[src/rtl/alu_core_if.sv]
// Operand/result bundle for alu_core: operands and opcode toward the ALU, registered result and flags back.
interface alu_core_if;
    logic        in_valid;
    logic [31:0] SrcA;
    logic [31:0] SrcB;
    logic [2:0]  ALUControl;
    logic [31:0] ALUResult;
    logic        zero;
    logic        negative;
    logic        carry;
    logic        overflow;
    logic        out_valid;

    modport master (
        output in_valid, SrcA, SrcB, ALUControl,
        input  ALUResult, zero, negative, carry, overflow, out_valid
    );

    modport slave (
        input  in_valid, SrcA, SrcB, ALUControl,
        output ALUResult, zero, negative, carry, overflow, out_valid
    );
endinterface

[src/rtl/alu_core.sv]
// 32-bit ALU with registered result and NZCV flags; one-cycle latency.
// Accepts an operation every cycle; no backpressure, idle cycles hold the last result.
module alu_core (
    input  logic   clk,
    input  logic   reset,
    alu_core_if.slave bus
);
    localparam logic [2:0] OP_ADD = 3'b000;
    localparam logic [2:0] OP_SUB = 3'b001;
    localparam logic [2:0] OP_AND = 3'b010;
    localparam logic [2:0] OP_OR  = 3'b011;
    localparam logic [2:0] OP_XOR = 3'b100;
    localparam logic [2:0] OP_SLT = 3'b101;
    localparam logic [2:0] OP_SLL = 3'b110;
    localparam logic [2:0] OP_SRL = 3'b111;

    logic [31:0] a, b, b_op;
    logic [32:0] sum;
    logic        sub_mode;
    logic        add_ov;
    logic [31:0] res_d;
    logic        carry_d;
    logic        ovf_d;

    logic [31:0] result_q;
    logic        zero_q, neg_q, carry_q, ovf_q, vld_q;

    assign a = bus.SrcA;
    assign b = bus.SrcB;

    // SLT shares the subtractor so its sign/overflow come from the same A-B difference.
    always_comb begin
        sub_mode = (bus.ALUControl == OP_SUB) || (bus.ALUControl == OP_SLT);
        b_op     = sub_mode ? ~b : b;
        sum      = {1'b0, a} + {1'b0, b_op} + {32'd0, sub_mode};
        add_ov   = (a[31] == b_op[31]) && (sum[31] != a[31]);
        res_d    = 32'd0;
        carry_d  = 1'b0;
        ovf_d    = 1'b0;
        case (bus.ALUControl)
            OP_ADD, OP_SUB: begin
                res_d   = sum[31:0];
                carry_d = sum[32];
                ovf_d   = add_ov;
            end
            OP_AND:  res_d = a & b;
            OP_OR:   res_d = a | b;
            OP_XOR:  res_d = a ^ b;
            OP_SLT:  res_d = {31'd0, sum[31] ^ add_ov};
            OP_SLL:  res_d = a << b[4:0];
            OP_SRL:  res_d = a >> b[4:0];
            default: res_d = 32'd0;
        endcase
    end

    always_ff @(posedge clk or posedge reset) begin
        if (reset) begin
            result_q <= 32'd0;
            zero_q   <= 1'b1;
            neg_q    <= 1'b0;
            carry_q  <= 1'b0;
            ovf_q    <= 1'b0;
            vld_q    <= 1'b0;
        end else begin
            vld_q <= bus.in_valid;
            if (bus.in_valid) begin
                result_q <= res_d;
                zero_q   <= (res_d == 32'd0);
                neg_q    <= res_d[31];
                carry_q  <= carry_d;
                ovf_q    <= ovf_d;
            end
        end
    end

    assign bus.ALUResult = result_q;
    assign bus.zero      = zero_q;
    assign bus.negative  = neg_q;
    assign bus.carry     = carry_q;
    assign bus.overflow  = ovf_q;
    assign bus.out_valid = vld_q;
endmodule

[src/flat_wrapper.sv]
// flat-port wrapper written by rule: the top's interface ports become plain ports
module alu_core_flat 
  (clk, reset, bus_in_valid, bus_SrcA, bus_SrcB, bus_ALUControl, bus_ALUResult, bus_zero, bus_negative, bus_carry, bus_overflow, bus_out_valid);
  alu_core_if bus_i ();
  input  logic clk;
  input  logic reset;
  input wire logic [$bits(bus_i.in_valid)-1:0] bus_in_valid;
  input wire logic [$bits(bus_i.SrcA)-1:0] bus_SrcA;
  input wire logic [$bits(bus_i.SrcB)-1:0] bus_SrcB;
  input wire logic [$bits(bus_i.ALUControl)-1:0] bus_ALUControl;
  output wire logic [$bits(bus_i.ALUResult)-1:0] bus_ALUResult;
  output wire logic [$bits(bus_i.zero)-1:0] bus_zero;
  output wire logic [$bits(bus_i.negative)-1:0] bus_negative;
  output wire logic [$bits(bus_i.carry)-1:0] bus_carry;
  output wire logic [$bits(bus_i.overflow)-1:0] bus_overflow;
  output wire logic [$bits(bus_i.out_valid)-1:0] bus_out_valid;
  assign bus_i.in_valid = bus_in_valid;
  assign bus_i.SrcA = bus_SrcA;
  assign bus_i.SrcB = bus_SrcB;
  assign bus_i.ALUControl = bus_ALUControl;
  assign bus_ALUResult = bus_i.ALUResult;
  assign bus_zero = bus_i.zero;
  assign bus_negative = bus_i.negative;
  assign bus_carry = bus_i.carry;
  assign bus_overflow = bus_i.overflow;
  assign bus_out_valid = bus_i.out_valid;
  alu_core u_core (.clk(clk), .reset(reset), .bus(bus_i));
endmodule
[config.mk]
export PLATFORM = sky130hd
export DESIGN_NAME = alu_core_flat
export DESIGN_NICKNAME = d
export VERILOG_FILES = /design/src/rtl/alu_core_if.sv /design/src/rtl/alu_core.sv /design/src/flat_wrapper.sv
export SDC_FILE = /design/constraint.sdc
export NUM_CORES = 1
export LEC_CHECK = 0
export CORE_MARGIN = 2
export CORE_UTILIZATION = 40
export CTS_BUF_LIST = sky130_fd_sc_hd__clkbuf_16
export CTS_CLUSTER_DIAMETER = 100
export DETAILED_ROUTE_END_ITERATION = 7
export DONT_BUFFER_PORTS = 1
export HOLD_SLACK_MARGIN = 0.05
export PLACE_DENSITY_LB_ADDON = 0.1
export SYNTH_ARGS = -nofsm -noshare
export SYNTH_HDL_FRONTEND = slang
export SYNTH_SLANG_ARGS = --single-unit
[constraint.sdc]
create_clock -name clk -period 2.6 [get_ports clk]
set_clock_uncertainty 0.15 [all_clocks]
set_input_delay 0.13 -clock clk [delete_from_list [all_inputs] [get_ports clk]]
set_output_delay 0.13 -clock clk [all_outputs]
set_load 0.01 [all_outputs]
After elaboration in Yosys (flattened, before gate mapping). Cells that the tools add are included.

Register bits: 37. Input port bits: 70. Word-level logic and storage cells: 33.

Add/subtract/negate cells: 2. Equal/unequal tests: 9. Shifts and indexed selects: 2. Muxes and demuxes: 4. Bitwise gates (word level): 5. Reduce and logical (&&, ||, !) cells: 5.

Operators with widths (number): 32-bit case mux with 7 select lines (1); 32-bit by 32-bit adder with 33-bit output (1); 33-bit by 1-bit adder with 33-bit output (1); 32-bit AND (1); 32-bit zero test (1); 32-bit two-way mux (1); 32-bit NOT (1); 32-bit OR (1); 32-bit by 5-bit left shift with 32-bit output (1); 32-bit by 5-bit right shift with 32-bit output (1); 32-bit XOR (1); 3-bit == test (second input constant) (4); 3-bit by 2-bit == test with 1-bit output (second input constant) (2); 3-bit by 1-bit == test with 1-bit output (second input constant) (1); 3-bit zero test (1); 1-bit two-way mux (2); 2-bit OR reduction (1); 1-bit == test (1); 1-bit logical AND (1); 1-bit logical OR (1); 1-bit != test (1); 1-bit XOR (1).

Depth between registers and ports, before layout. Gate-level depths: netlist of run 1.

Depth in word-level cells: 10. Depth in mapped cells: 18. Mapped depth without buffers: 15.

Worst setup path before layout of run 1. No wires, ideal clock.

Kind: input -> register. Start point: input bus_ALUControl[0]. End point: register u_core.zero_q, in the netlist u_core.bus.zero. Setup time: 0.073 ns. Arrival time: 4.111 ns. Data required time: 2.377 ns. Slack: -1.735 ns. Stages: 18. Path buffers: 5. Path through: clkbuf_1 -> clkbuf_1 -> buf_1 -> nand2_1 -> buf_1 -> xnor2_1 -> ha_1 -> clkbuf_1 -> a211oi_1 -> nor2_1 -> nor4_1 -> a211oi_1 -> o31ai_1 -> o21ai_0 -> a31oi_1 -> mux2i_1 -> nand4_1 -> o2bb2ai_1.

Longest elaborated chain between the ends: 10. Elaborated cells between the ends (all ways): 19.

Ends and longest elaborated chain: start: declaration (line flat_wrapper.sv:10) `input wire logic [$bits(bus_i.ALUControl)-1:0] bus_ALUControl;`; 3-bit by 1-bit == test with 1-bit output or 3-bit == test (tied branches) (line alu_core.sv:33, alu_core.sv:40); 1-bit logical OR (line alu_core.sv:33) `sub_mode = (bus.ALUControl == OP_SUB) || (bus.ALUControl == OP_SLT);`; 32-bit two-way mux (line alu_core.sv:34) `b_op = sub_mode ? ~b : b;`; 32-bit by 32-bit adder with 33-bit output (line alu_core.sv:35) `sum = {1'b0, a} + {1'b0, b_op} + {32'd0, sub_mode};`; 33-bit by 1-bit adder with 33-bit output (line alu_core.sv:35); 1-bit != test (line alu_core.sv:36) `add_ov = (a[31] == b_op[31]) && (sum[31] != a[31]);`; 1-bit logical AND (line alu_core.sv:36); 1-bit XOR (line alu_core.sv:49) `OP_SLT: res_d = {31'd0, sum[31] ^ add_ov};`; 32-bit case mux with 7 select lines (*) (line alu_core.sv:40) `case (bus.ALUControl)`; 32-bit zero test (*) (line alu_core.sv:68) `zero_q <= (res_d == 32'd0);`; end signal: assignment (line alu_core.sv:68); end: declaration (line alu_core.sv:26) `logic zero_q, neg_q, carry_q, ovf_q, vld_q;`.

Mark *: on every way between the ends. The rest lies on a longest branch, timed or not. A chain may end at the register's enable or synchronous reset.

Final worst setup path of run 1.
Start point: input bus_ALUControl[1]. End point: register u_core.result_q[29], in the netlist u_core.bus.ALUResult[29].

Longest elaborated chain between the ends: 6. Elaborated cells between the ends (all ways): 14.

Ends and longest elaborated chain: 3-bit by 1-bit == test with 1-bit output or 3-bit == test (tied branches) (line alu_core.sv:33, alu_core.sv:40); 1-bit logical OR (line alu_core.sv:33); 32-bit two-way mux (line alu_core.sv:34); 32-bit by 32-bit adder with 33-bit output (line alu_core.sv:35); 33-bit by 1-bit adder with 33-bit output (line alu_core.sv:35); 32-bit case mux with 7 select lines (*) (line alu_core.sv:40); end signal: assignment (line alu_core.sv:67) `result_q <= res_d;`; end: declaration (line alu_core.sv:25) `logic [31:0] result_q;`.

Marked as above.

==> impl_metrics.ini, run 1 <==
[grt]
overflow = 0
grt_max_degree = 88
grt_usage_pct = 33.4
grt_busiest_layer = met2
met2_usage_pct = 52.2
grt_pass1_wl_um = 61300
grt_pass1_vias = 9866
grt_util_met3_pct = 4.76
grtUsageMet1_pct = 48.3
antenna_found_initial = 0

[logic_synthesis]
ys_seq_elements = 36
synth_common_cells = 99 x nand2_1, 97 x ha_1, 85 x nor2_1, 78 x inv_1, 59 x o21ai_0
ys_warn_count = 0
yosysUniqueCellTypes = 86
synth_top_cell_by_area = ha_1
postSynthAreaPerCell_um2 = 8.02
async_reset_ff_share_pct = 100
synth_nets = 1304
synth_area_leaders = ha_1 13%, mux4_2 13%, dfrtp_1 9.6%
synth_area_um2 = 9110
synthFlopType = dfrtp_1
syn_inst = 1136
yosysSeqAreaShare_pct = 9.90
synth_top_cell_area_share_pct = 13.3
yosysMostFrequentCell = nand2_1
synth_edf_count = 0

[sta]
layout_setup_ws_ns = -0.484
rsz0062_at_grt = yes
slew_violations = 0
period_share_pct = 119
tightestPinTransition_ns = 0.854
slew_headroom_pct = 42.5
post-route-min-period_ns = 3.08
fmax_mhz = 324
setup_viol = 19
fin_tns_setup_ns = -4.54
hold_viol_final = 0

[layout]
stdcell_area_um2 = 12200
nFillCells = 2150
synthToLayoutAreaGrowth_pct = 34.1
register_area_um2 = 902
nNetsFinal = 1517
drive_gt1_share_pct = 35.4
multi_input_area_um2 = 8200
diodes = 0

[status]
violations = setup timing
outcome = finished, violations left

[route]
vias = 10273
via_per_inst = 6.28
ant_nets = 0
drtIter0Drc = 1021
wl_um = 40800
wire_per_inst_um = 25.0
firstDrtPassIters = 5
drc = 0

[clock_tree]
clkTransAtPathRegs_ns = 0.05
tritoncts = built
clk_latency_ns = 0.28
cts_buffers = 5
clkSinkCount = 36
ctsHtreeMaxLevel = 2
clk_path_buf_depth = 2
cts-root-buf = clkbuf_16

[critical_path]
worstPathRequired_ns = 2.61
path_max_fanout = 35
arrival_ns = 3.10
crit_path_end_kind = flip-flop
cp-start-kind = input pin
path_class = in -> reg
r2r_cells = 1

[place]
numPortBuffers = 0
place_area_um2 = 11300
dp_hpwl_um = 32300
gp_congestion = 1.08

[worst_hold_path]
hp-class = in -> async

[power_and_ir_drop]
p_leak_uw = 0.00550
power.density_nw_per_um2 = 356
vdd_drop_max_v = 0.000394

[floorplan]
fp.dieW_um = 155
die_height_um = 155
die-area_um2 = 24000
core_area_um2 = 22500
start_util_pct = 40.5
num_rows = 55
ios = 107

[flow_run]
maxCapViolations = 0
cell type report:
type	count	area share, %
Tap cell	285	2.92
Inverter	79	2.46
Clock inverter	3	0.307
Clock buffer	5	1.02
Multi-Input combinational cell	935	67.1
Sequential cell	36	7.38
Timing Repair Buffer	292	18.8
per-layer routing:
metal | share of wire [%] | wire, um
met1 | 44 | 18100
met2 | 45 | 18200
met3 | 8.5 | 3470
met4 | 2.7 | 1090
met5 | 0 | 0
report_power, final:
group	internal, uW	leakage (uW)	switching (uW)	total, uW
logic	1520	0.00499	1410	2930
clock network	445	0.0000789	210	654
registers	651	0.000434	108	760
total	2610	0.00550	1730	4350
cells by family after synthesis:
kind of cell | share of synthesized area [%]
AO/OA/AOI/OAI | 25.7
XOR/XNOR | 4.33
adder cells (fa/ha/maj) | 13.5
buffers and inverters | 7.50
flip-flops | 9.90
multiplexers | 21.5
AND/OR/NAND/NOR | 17.5
final timing paths:
path / start / endpoint / slack (ns)
max: bus_ALUControl[1] / u_core.bus.ALUResult[29]$_DFFE_PP0P_ / -0.48
max in group asynchronous: reset / u_core.bus.zero$_DFFE_PP1P_ / 1.57
min: reset / u_core.bus.carry$_DFFE_PP0P_ / 0.07
min in group clk: bus_SrcA[31] / u_core.bus.carry$_DFFE_PP0P_ / 0.09
min reg2reg: u_core.bus.zero$_DFFE_PP1P_ / u_core.bus.zero$_DFFE_PP1P_ / 0.36
max reg2reg: u_core.bus.ALUResult[26]$_DFFE_PP0P_ / u_core.bus.ALUResult[26]$_DFFE_PP0P_ / 1.64
registers in the layout, indices dropped and copies added, names as in the netlist:
signal / flops
u_core.bus.ALUResult: 31
u_core.bus.carry: 1
u_core.bus.negative: 1
u_core.bus.out_valid: 1
u_core.bus.overflow: 1
u_core.bus.zero: 1
worst max-delay path, cell delays in order:
cell,delay (ns)
clkinvlp_4,0.09
nand2_8,0.09
buf_12,0.16
xnor2_2,0.13
ha_1,0.30
nand4_1,0.17
nor4_2,0.31
a22oi_2,0.12
a221o_1,0.44
a21o_1,0.25
buf_6,0.12
mux2i_1,0.15
nand4_1,0.18
buf_4,0.19
mux2_2,0.25
metrics by stage:
step | utilization [%] | hold slack, ns | instances | power, uW | setup WS [ns]
CTS | 53.0 | 0.0711 | 1629 | 4200 | -0.406
detailed placement | 50.2 | -0.187 | 1608 | 3340 | -0.979
global route | 54.3 | 0.0994 | 1635 | 4590 | -0.695
floorplan | - | 0.0114 | 1136 | 2320 | -0.748
global placement | 50.2 | -0.198 | 1608 | 3340 | -0.856
finish | 54.3 | 0.0650 | 1635 | 4350 | -0.484
cell usage in the layout, fill, tap and decap left out, types with 20 or more instances in the layout:
cell	netlist	layout
a21o_1	25	25
a21oi_1	53	45
a22oi_1	30	29
buf_4	3	273
dfrtp_1	35	35
ha_1	97	90
inv_1	78	77
mux2_2	25	20
mux2i_1	44	43
mux4_2	53	53
nand2_1	99	96
nand3_1	22	20
nor2_1	85	82
nor3_1	25	23
o211ai_1	24	24
o21ai_0	59	52
xnor2_1	39	26
repair_timing:
| item | in CTS | in global routing |
|---|---|---|
| endpoints found under the hold margin | 60 | 0 |
| setup buffers | 11 | 8 |
| pin swaps | 44 | 20 |
| endpoints found under the setup margin | 22 | 24 |
| gates cloned | 0 | 0 |
| gates resized for setup | 67 | 40 |
| hold buffers | 4 | 0 |
(Power assumes the default switching activity.)
==> run 2, diff against run 1 <==
--- a/config.mk
+++ b/config.mk
@@ -5,6 +5,7 @@
 export SDC_FILE = /design/constraint.sdc
 export NUM_CORES = 1
 export LEC_CHECK = 0
+export ABC_AREA = 1
 export CORE_MARGIN = 2
 export CORE_UTILIZATION = 40
 export CTS_BUF_LIST = sky130_fd_sc_hd__clkbuf_16
@@ -13,6 +14,7 @@
 export DONT_BUFFER_PORTS = 1
 export HOLD_SLACK_MARGIN = 0.05
 export PLACE_DENSITY_LB_ADDON = 0.1
+export SKIP_LAST_GASP = 1
 export SYNTH_ARGS = -nofsm -noshare
 export SYNTH_HDL_FRONTEND = slang
 export SYNTH_SLANG_ARGS = --single-unit
==> constraint.sdc (replaced) <==
create_clock -name clk -period 3.6 [get_ports clk]
set_clock_uncertainty 0.15 [all_clocks]
set_input_delay 0.18 -clock clk [delete_from_list [all_inputs] [get_ports clk]]
set_output_delay 0.18 -clock clk [all_outputs]
set_load 0.01 [all_outputs]
==> run 2 against run 1 <==
Critical path type unchanged. Critical endpoint is now u_core.bus.zero$_DFFE_PP1P_. Global-route usage decreased by 1.9 points. The flow now finishes without violations. Largest power group unchanged. Wire length fell by 6.8%. Combinational power down 54%. Highest routed layer is now met5. Utilization decreased by 13 points. Non-clock buffer count fell by 276.
==> impl_metrics.ini, run 2 <==
[grt]
grt_max_degree = 73
overflow = 0
antenna_found_initial = 1
grt_pass1_vias = 9970
grt_pass1_wl_um = 58000
grt_usage_pct = 31.5

[route]
wire_per_inst_um = 20.6
vias = 10666
wl_um = 38100
ant_nets = 0
drc = 0
via_per_inst = 5.79
firstDrtPassIters = 6
drtIter0Drc = 1150

[sta]
slew_violations = 0
holdWs_ns = 0.121
slew_headroom_pct = 34.4
fin_tns_setup_ns = 0
tightestPinTransition_ns = 0.983
period_share_pct = 83.1
fmax_mhz = 334
rsz0062_at_grt = no
post-route-min-period_ns = 2.99
setup_viol = 0
hold_viol_final = 0

[power_and_ir_drop]
power.density_nw_per_um2 = 245
vdd_drop_max_v = 0.000200
p_leak_uw = 0.00487
power_uw = 2280

[critical_path]
worstPathRequired_ns = 3.67
cp-start-kind = input pin
critPathLaunch = bus_ALUControl[1]
path_class = in -> reg
path_max_fanout = 26
regToRegStartpoint = u_core.bus.zero$_DFFE_PP1P_
crit_slowest_cell = ha_1
path_common_cell = nand2_1
r2r_cells = 2
crit_path_end_kind = flip-flop
crit_path_max_incr_delay_ns = 0.39
crit-reg2reg-capture = u_core.bus.zero$_DFFE_PP1P_
crit_end = u_core.bus.zero$_DFFE_PP1P_
crit_path_cell_trace = inv_2 -> nand2_2 -> buf_12 -> xor2_1 -> ha_1 -> nand2_1 -> nor2_1 -> nand2_1 -> nor2_1 -> nand2_1 -> nand3_1 -> nand2_1 -> nand2_1 -> nand2_1 -> nand2_1 -> nand4_1 -> nor2_1 -> nand3_1 -> nand2_1
arrival_ns = 3.06
rrSetupSlack_ns = 2.69

[place]
place_inst = 1832
gp_congestion = 0.980
dp_hpwl_um = 30900
numPortBuffers = 0
place_area_um2 = 9160

[status]
outcome = finished clean

[logic_synthesis]
yosysMostFrequentCell = nand2_1
yosysSeqAreaShare_pct = 9.93
postSynthAreaPerCell_um2 = 5.64
synth_top_cell_by_area = nand3_1
synth_edf_count = 0
ys_seq_elements = 36
yosysUniqueCellTypes = 49
async_reset_ff_share_pct = 100
ys_warn_count = 0
synth_common_cells = 431 x nand2_1, 365 x nand3_1, 176 x inv_1, 115 x nor2_1, 97 x ha_1
synth_area_um2 = 9080
synth_nets = 1780
synthFlopType = dfrtp_1
synth_top_cell_area_share_pct = 20.1
synth_area_leaders = nand3_1 20%, nand2_1 18%, ha_1 13%
syn_inst = 1612

[clock_tree]
cts-root-buf = clkbuf_16
postCtsSetupRepairBufs = 0
clk_path_buf_depth = 2
clkTransAtPathRegs_ns = 0.06
clkSinkCount = 36
cts_buffers = 5
clk_latency_ns = 0.27
ctsHtreeMaxLevel = 2
cts_resized = 0
tritoncts = built

[floorplan]
die-area_um2 = 23900
num_rows = 55
fp.dieW_um = 155
ios = 107
die_height_um = 155
start_util_pct = 40.5
core_area_um2 = 22400

[layout]
register_area_um2 = 902
stdcell_count = 1843
nNetsFinal = 1725
largest_reg_flops = 31
stdcell_area_um2 = 9320
final_common_cell = nand2_1
most-common-layout-cells = 430 x nand2_1, 365 x nand3_1, 178 x inv_1
multi_input_area_um2 = 7060
synthToLayoutAreaGrowth_pct = 2.63
diodes = 0
nFillCells = 2576
drive_gt1_share_pct = 3.92

[flow_run]
maxCapViolations = 0

[worst_hold_path]
hp-class = in -> async
[run 2: cell types whose count changed in the layout (fill, tap and decap cells not counted), moves of 26 or more]
| cell | before | now |
|---|---|---|
| buf_4 | 273 | 10 |
| xor2_1 | 6 | 37 |
| inv_1 | 77 | 178 |
| nand3_1 | 20 | 365 |
| nand2_1 | 96 | 430 |
| mux4_2 | 53 | 0 |
| xnor2_1 | 26 | 0 |
| mux2i_1 | 43 | 0 |
| a22oi_1 | 29 | 0 |
| nor2_1 | 82 | 114 |
[run 2: per-stage QoR]
step           worst slack, ns  utilization [%]
3_5_place_dp             0.356             40.8
4_1_cts                  0.611             41.6
6_report                 0.610             41.6
2_1_floorplan            0.806                -
3_3_place_gp             0.332             40.8
5_1_grt                  0.302             41.6
[run 2: worst max-delay path: cells and delay by family]
family / cells / cell delay [ns]
and+or+nand+nor: 15 / 2.01
xor gates and xnor gates: 1 / 0.15
adders and majority gates: 1 / 0.39
buffers and inverters: 2 / 0.29
[run 2: what timing repair did]
item                                    CTS  global route
endpoints found under the hold margin    48             0
hold buffers                              3             0
endpoints found under the setup margin    0             0
[run 2: cell families (layout without fill, tap and decap cells)]
group / after synthesis / after routing / share of synthesized area [%]
buffers and inverters: 263 / 209 / 12.4
AO/OA/AOI/OAI: 185 / 185 / 11.9
XOR/XNOR: 37 / 37 / 3.57
AND/OR/NAND/NOR: 993 / 993 / 48.6
flip-flops: 36 / 36 / 9.93
adder cells (fa/ha/maj): 98 / 98 / 13.6
[run 2: how the worst min path moves through the flow]
stage | from | end | slack (ns)
2_1_floorplan | bus_in_valid | u_core.bus.out_valid$_DFF_PP0_ | 0.06
3_3_place_gp | reset | u_core.bus.ALUResult[30]$_DFFE_PP0P_ | -0.13
3_5_place_dp | reset | u_core.bus.carry$_DFFE_PP0P_ | -0.13
4_1_cts | bus_SrcA[31] | u_core.bus.overflow$_DFFE_PP0P_ | 0.10
5_1_grt | bus_SrcA[31] | u_core.bus.overflow$_DFFE_PP0P_ | 0.13
6_report | reset | u_core.bus.ALUResult[30]$_DFFE_PP0P_ | 0.12
[run 2: final cells by class]
type	count	area share, %
timing repair buffer	16	1.77
sequential	36	9.68
multi-input combinational	1313	75.7
tap	285	3.82
inverter	185	7.53
clock buffer	5	1.34
clock inverter	3	0.121
[run 2: power breakdown]
part / internal (uW) / switching (uW) / leakage [uW]
registers: 464 / 69.4 / 0.000449
clock network: 249 / 159 / 0.0000738
logic: 433 / 910 / 0.00435
[run 2: metal layers]
metal	track usage, %	up-vias	part of all wire, %
met5	0	-	0.034
met4	10.9	2	3.6
met3	2.66	66	5.7
met2	51.5	412	46
met1	43.6	4942	45
li1	-	5244	-
==> run 3, diff against run 2 <==
==> constraint.sdc (replaced) <==
create_clock -name clk -period 2.73 [get_ports clk]
set_clock_uncertainty 0.15 [all_clocks]
set_input_delay 0.1365 -clock clk [delete_from_list [all_inputs] [get_ports clk]]
set_output_delay 0.1365 -clock clk [all_outputs]
set_load 0.01 [all_outputs]
==> run 3 against run 2 <==
The run now ends with hold timing left. Non-clock buffer count grew 152. Design area up 16%. Sequential power rose by 32%. Worst hold slack lost 0.39 ns. Cell count increased by 8.2%. Power is 54% higher. Worst setup slack worse by 0.38 ns. Global-route usage increased by 0.37 points. Largest cell class unchanged. Largest power group unchanged.
==> impl_metrics.ini, run 3 (synthesis results as in run 2) <==
[grt]
grt_usage_pct = 31.9
overflow = 0
antenna_found_initial = 0
grt_pass1_vias = 10593
grt_pass1_wl_um = 59500
grt_max_degree = 73

[clock_tree]
clk_latency_ns = 0.28
tritoncts = built
clkSinkCount = 36
clkTransAtPathRegs_ns = 0.05
cts_buffers = 5
postCtsHoldBufs = 4
clk_path_buf_depth = 2
ctsHtreeMaxLevel = 2
cts-root-buf = clkbuf_16

[route]
via_per_inst = 5.66
vias = 11278
wire_per_inst_um = 19.6
drtIter0Drc = 1131
drc = 0
ant_nets = 0
wl_um = 39000
firstDrtPassIters = 6

[sta]
slew_headroom_pct = 44.7
holdWs_ns = -0.265
tightestPinTransition_ns = 0.826
setup_viol = 0
layout_setup_ws_ns = 0.228
slew_violations = 0
post-route-min-period_ns = 2.50
hold_viol_final = 11
period_share_pct = 91.7
fmax_mhz = 400

[place]
numPortBuffers = 0
place_inst = 1972
place_area_um2 = 10300
dp_hpwl_um = 31600
place_ws_ns = -0.274
gp_congestion = 1.00

[floorplan]
die_height_um = 155
core_area_um2 = 22400
die-area_um2 = 23900
ios = 107
start_util_pct = 40.5
num_rows = 55
fp.dieW_um = 155

[layout]
stdcell_count = 1994
nNetsFinal = 1877
stdcell_area_um2 = 10800
diodes = 0
synthToLayoutAreaGrowth_pct = 18.7
drive_gt1_share_pct = 15.3
nFillCells = 2478
largest_reg_flops = 31
most-common-layout-cells = 416 x nand2_1, 362 x nand3_1, 176 x inv_1
final_common_cell = nand2_1

[power_and_ir_drop]
switching_share_pct = 46.4
power_uw = 3510
vdd_drop_max_v = 0.000304
comb_power_share_pct = 65.0
power.density_nw_per_um2 = 325
p_switching_uw = 1630
clock_power_share_pct = 15.0
power.internal_uw = 1880
p_leak_uw = 0.00567
seq_power_share_pct = 20.0

[critical_path]
path_depth = 20
crit_path_end_kind = flip-flop
path_common_cell = nand2_1
arrival_ns = 2.57
cpLargestDelayFamily = simple AND/OR/NAND/NOR gates
crit_path_max_incr_delay_ns = 0.33
critPathBufInv = 3
worstPathRequired_ns = 2.80
crit-reg2reg-capture = u_core.bus.overflow$_DFFE_PP0P_
crit_slowest_cell = ha_1
crit_path_cell_trace = inv_4 -> nand2_8 -> clkbuf_16 -> xor2_1 -> ha_1 -> nand2_1 -> nor2_1 -> inv_1 -> nor3_4 -> and3_1 -> nand2_2 -> nand3_1 -> nand2_1 -> nand2_1 -> nand2_1 -> nor2_1 -> nand3_1 -> nor2_1 -> nand3_1 -> nand2_1
r2r_cells = 1
regToRegStartpoint = u_core.bus.overflow$_DFFE_PP0P_
path_class = in -> reg
cp-start-kind = input pin
path_max_fanout = 13
rrSetupSlack_ns = 1.81

[flow_run]
maxCapViolations = 0

[worst_hold_path]
min_to = u_core.bus.out_valid$_DFF_PP0_
min_from = bus_in_valid
hp-class = in -> reg
holdPathStages = 0

[status]
outcome = finished, violations left
violations = hold timing
run 3: cell types whose count changed in the layout (fill, tap and decap cells not counted), moves of 13 or more:
cell,before,now
buf_4,10,152
a21oi_1,61,46
a21oi_2,1,15
nand2_1,430,416
nand2_2,19,32
nor2_1,114,100
run 3: per-layer routing:
layer  vias up  global-route usage, %  wire, um
met3        82                   2.16      2440
met1      5196                   43.6     17100
met4         0                   9.22      1260
met5         -                      0         0
li1       5546                      -         -
met2       454                   54.0     18200
run 3: cell type report:
type,instances,area [um2],area share (%)
Clock buffer,5,125,1.16
Clock inverter,2,7.51,0.0696
Inverter,185,704,6.53
Multi-Input combinational cell,1313,7270,67.4
Sequential cell,36,902,8.36
Tap cell,285,357,3.31
Timing Repair Buffer,168,1420,13.2
run 3: how the worst max path moves through the flow:
stage	start	endpoint	slack [ns]
after global placement	bus_ALUControl[1]	u_core.bus.zero$_DFFE_PP1P_	-0.27
after global routing	bus_ALUControl[1]	u_core.bus.zero$_DFFE_PP1P_	-0.06
after CTS	bus_ALUControl[1]	u_core.bus.zero$_DFFE_PP1P_	0.001
final	bus_ALUControl[1]	u_core.bus.zero$_DFFE_PP1P_	0.23
after detailed placement	bus_ALUControl[1]	u_core.bus.zero$_DFFE_PP1P_	-0.27
after floorplan	bus_ALUControl[1]	u_core.bus.zero$_DFFE_PP1P_	0.04
run 3: power by group through the flow:
stage	Clock, uW	Combinational, uW	Sequential [uW]
after floorplan	0	1340	697
after CTS	541	2140	705
final	525	2280	703
after global routing	557	2530	714
after global placement	0	2110	712
after detailed placement	0	2120	713
run 3: through the flow:
stage	utilization [%]	setup TNS, ns
3_5_place_dp	45.8	-0.373
4_1_cts	46.6	0
2_1_floorplan	-	0
5_1_grt	48.1	-0.0562
3_3_place_gp	45.8	-0.320
6_report	48.1	0
run 3: timing repair:
action / CTS / global route
setup endpoints to repair: 0 / 2
endpoints found under the hold margin: 48 / 11
gates resized for setup: 0 / 60
setup buffers: 0 / 9
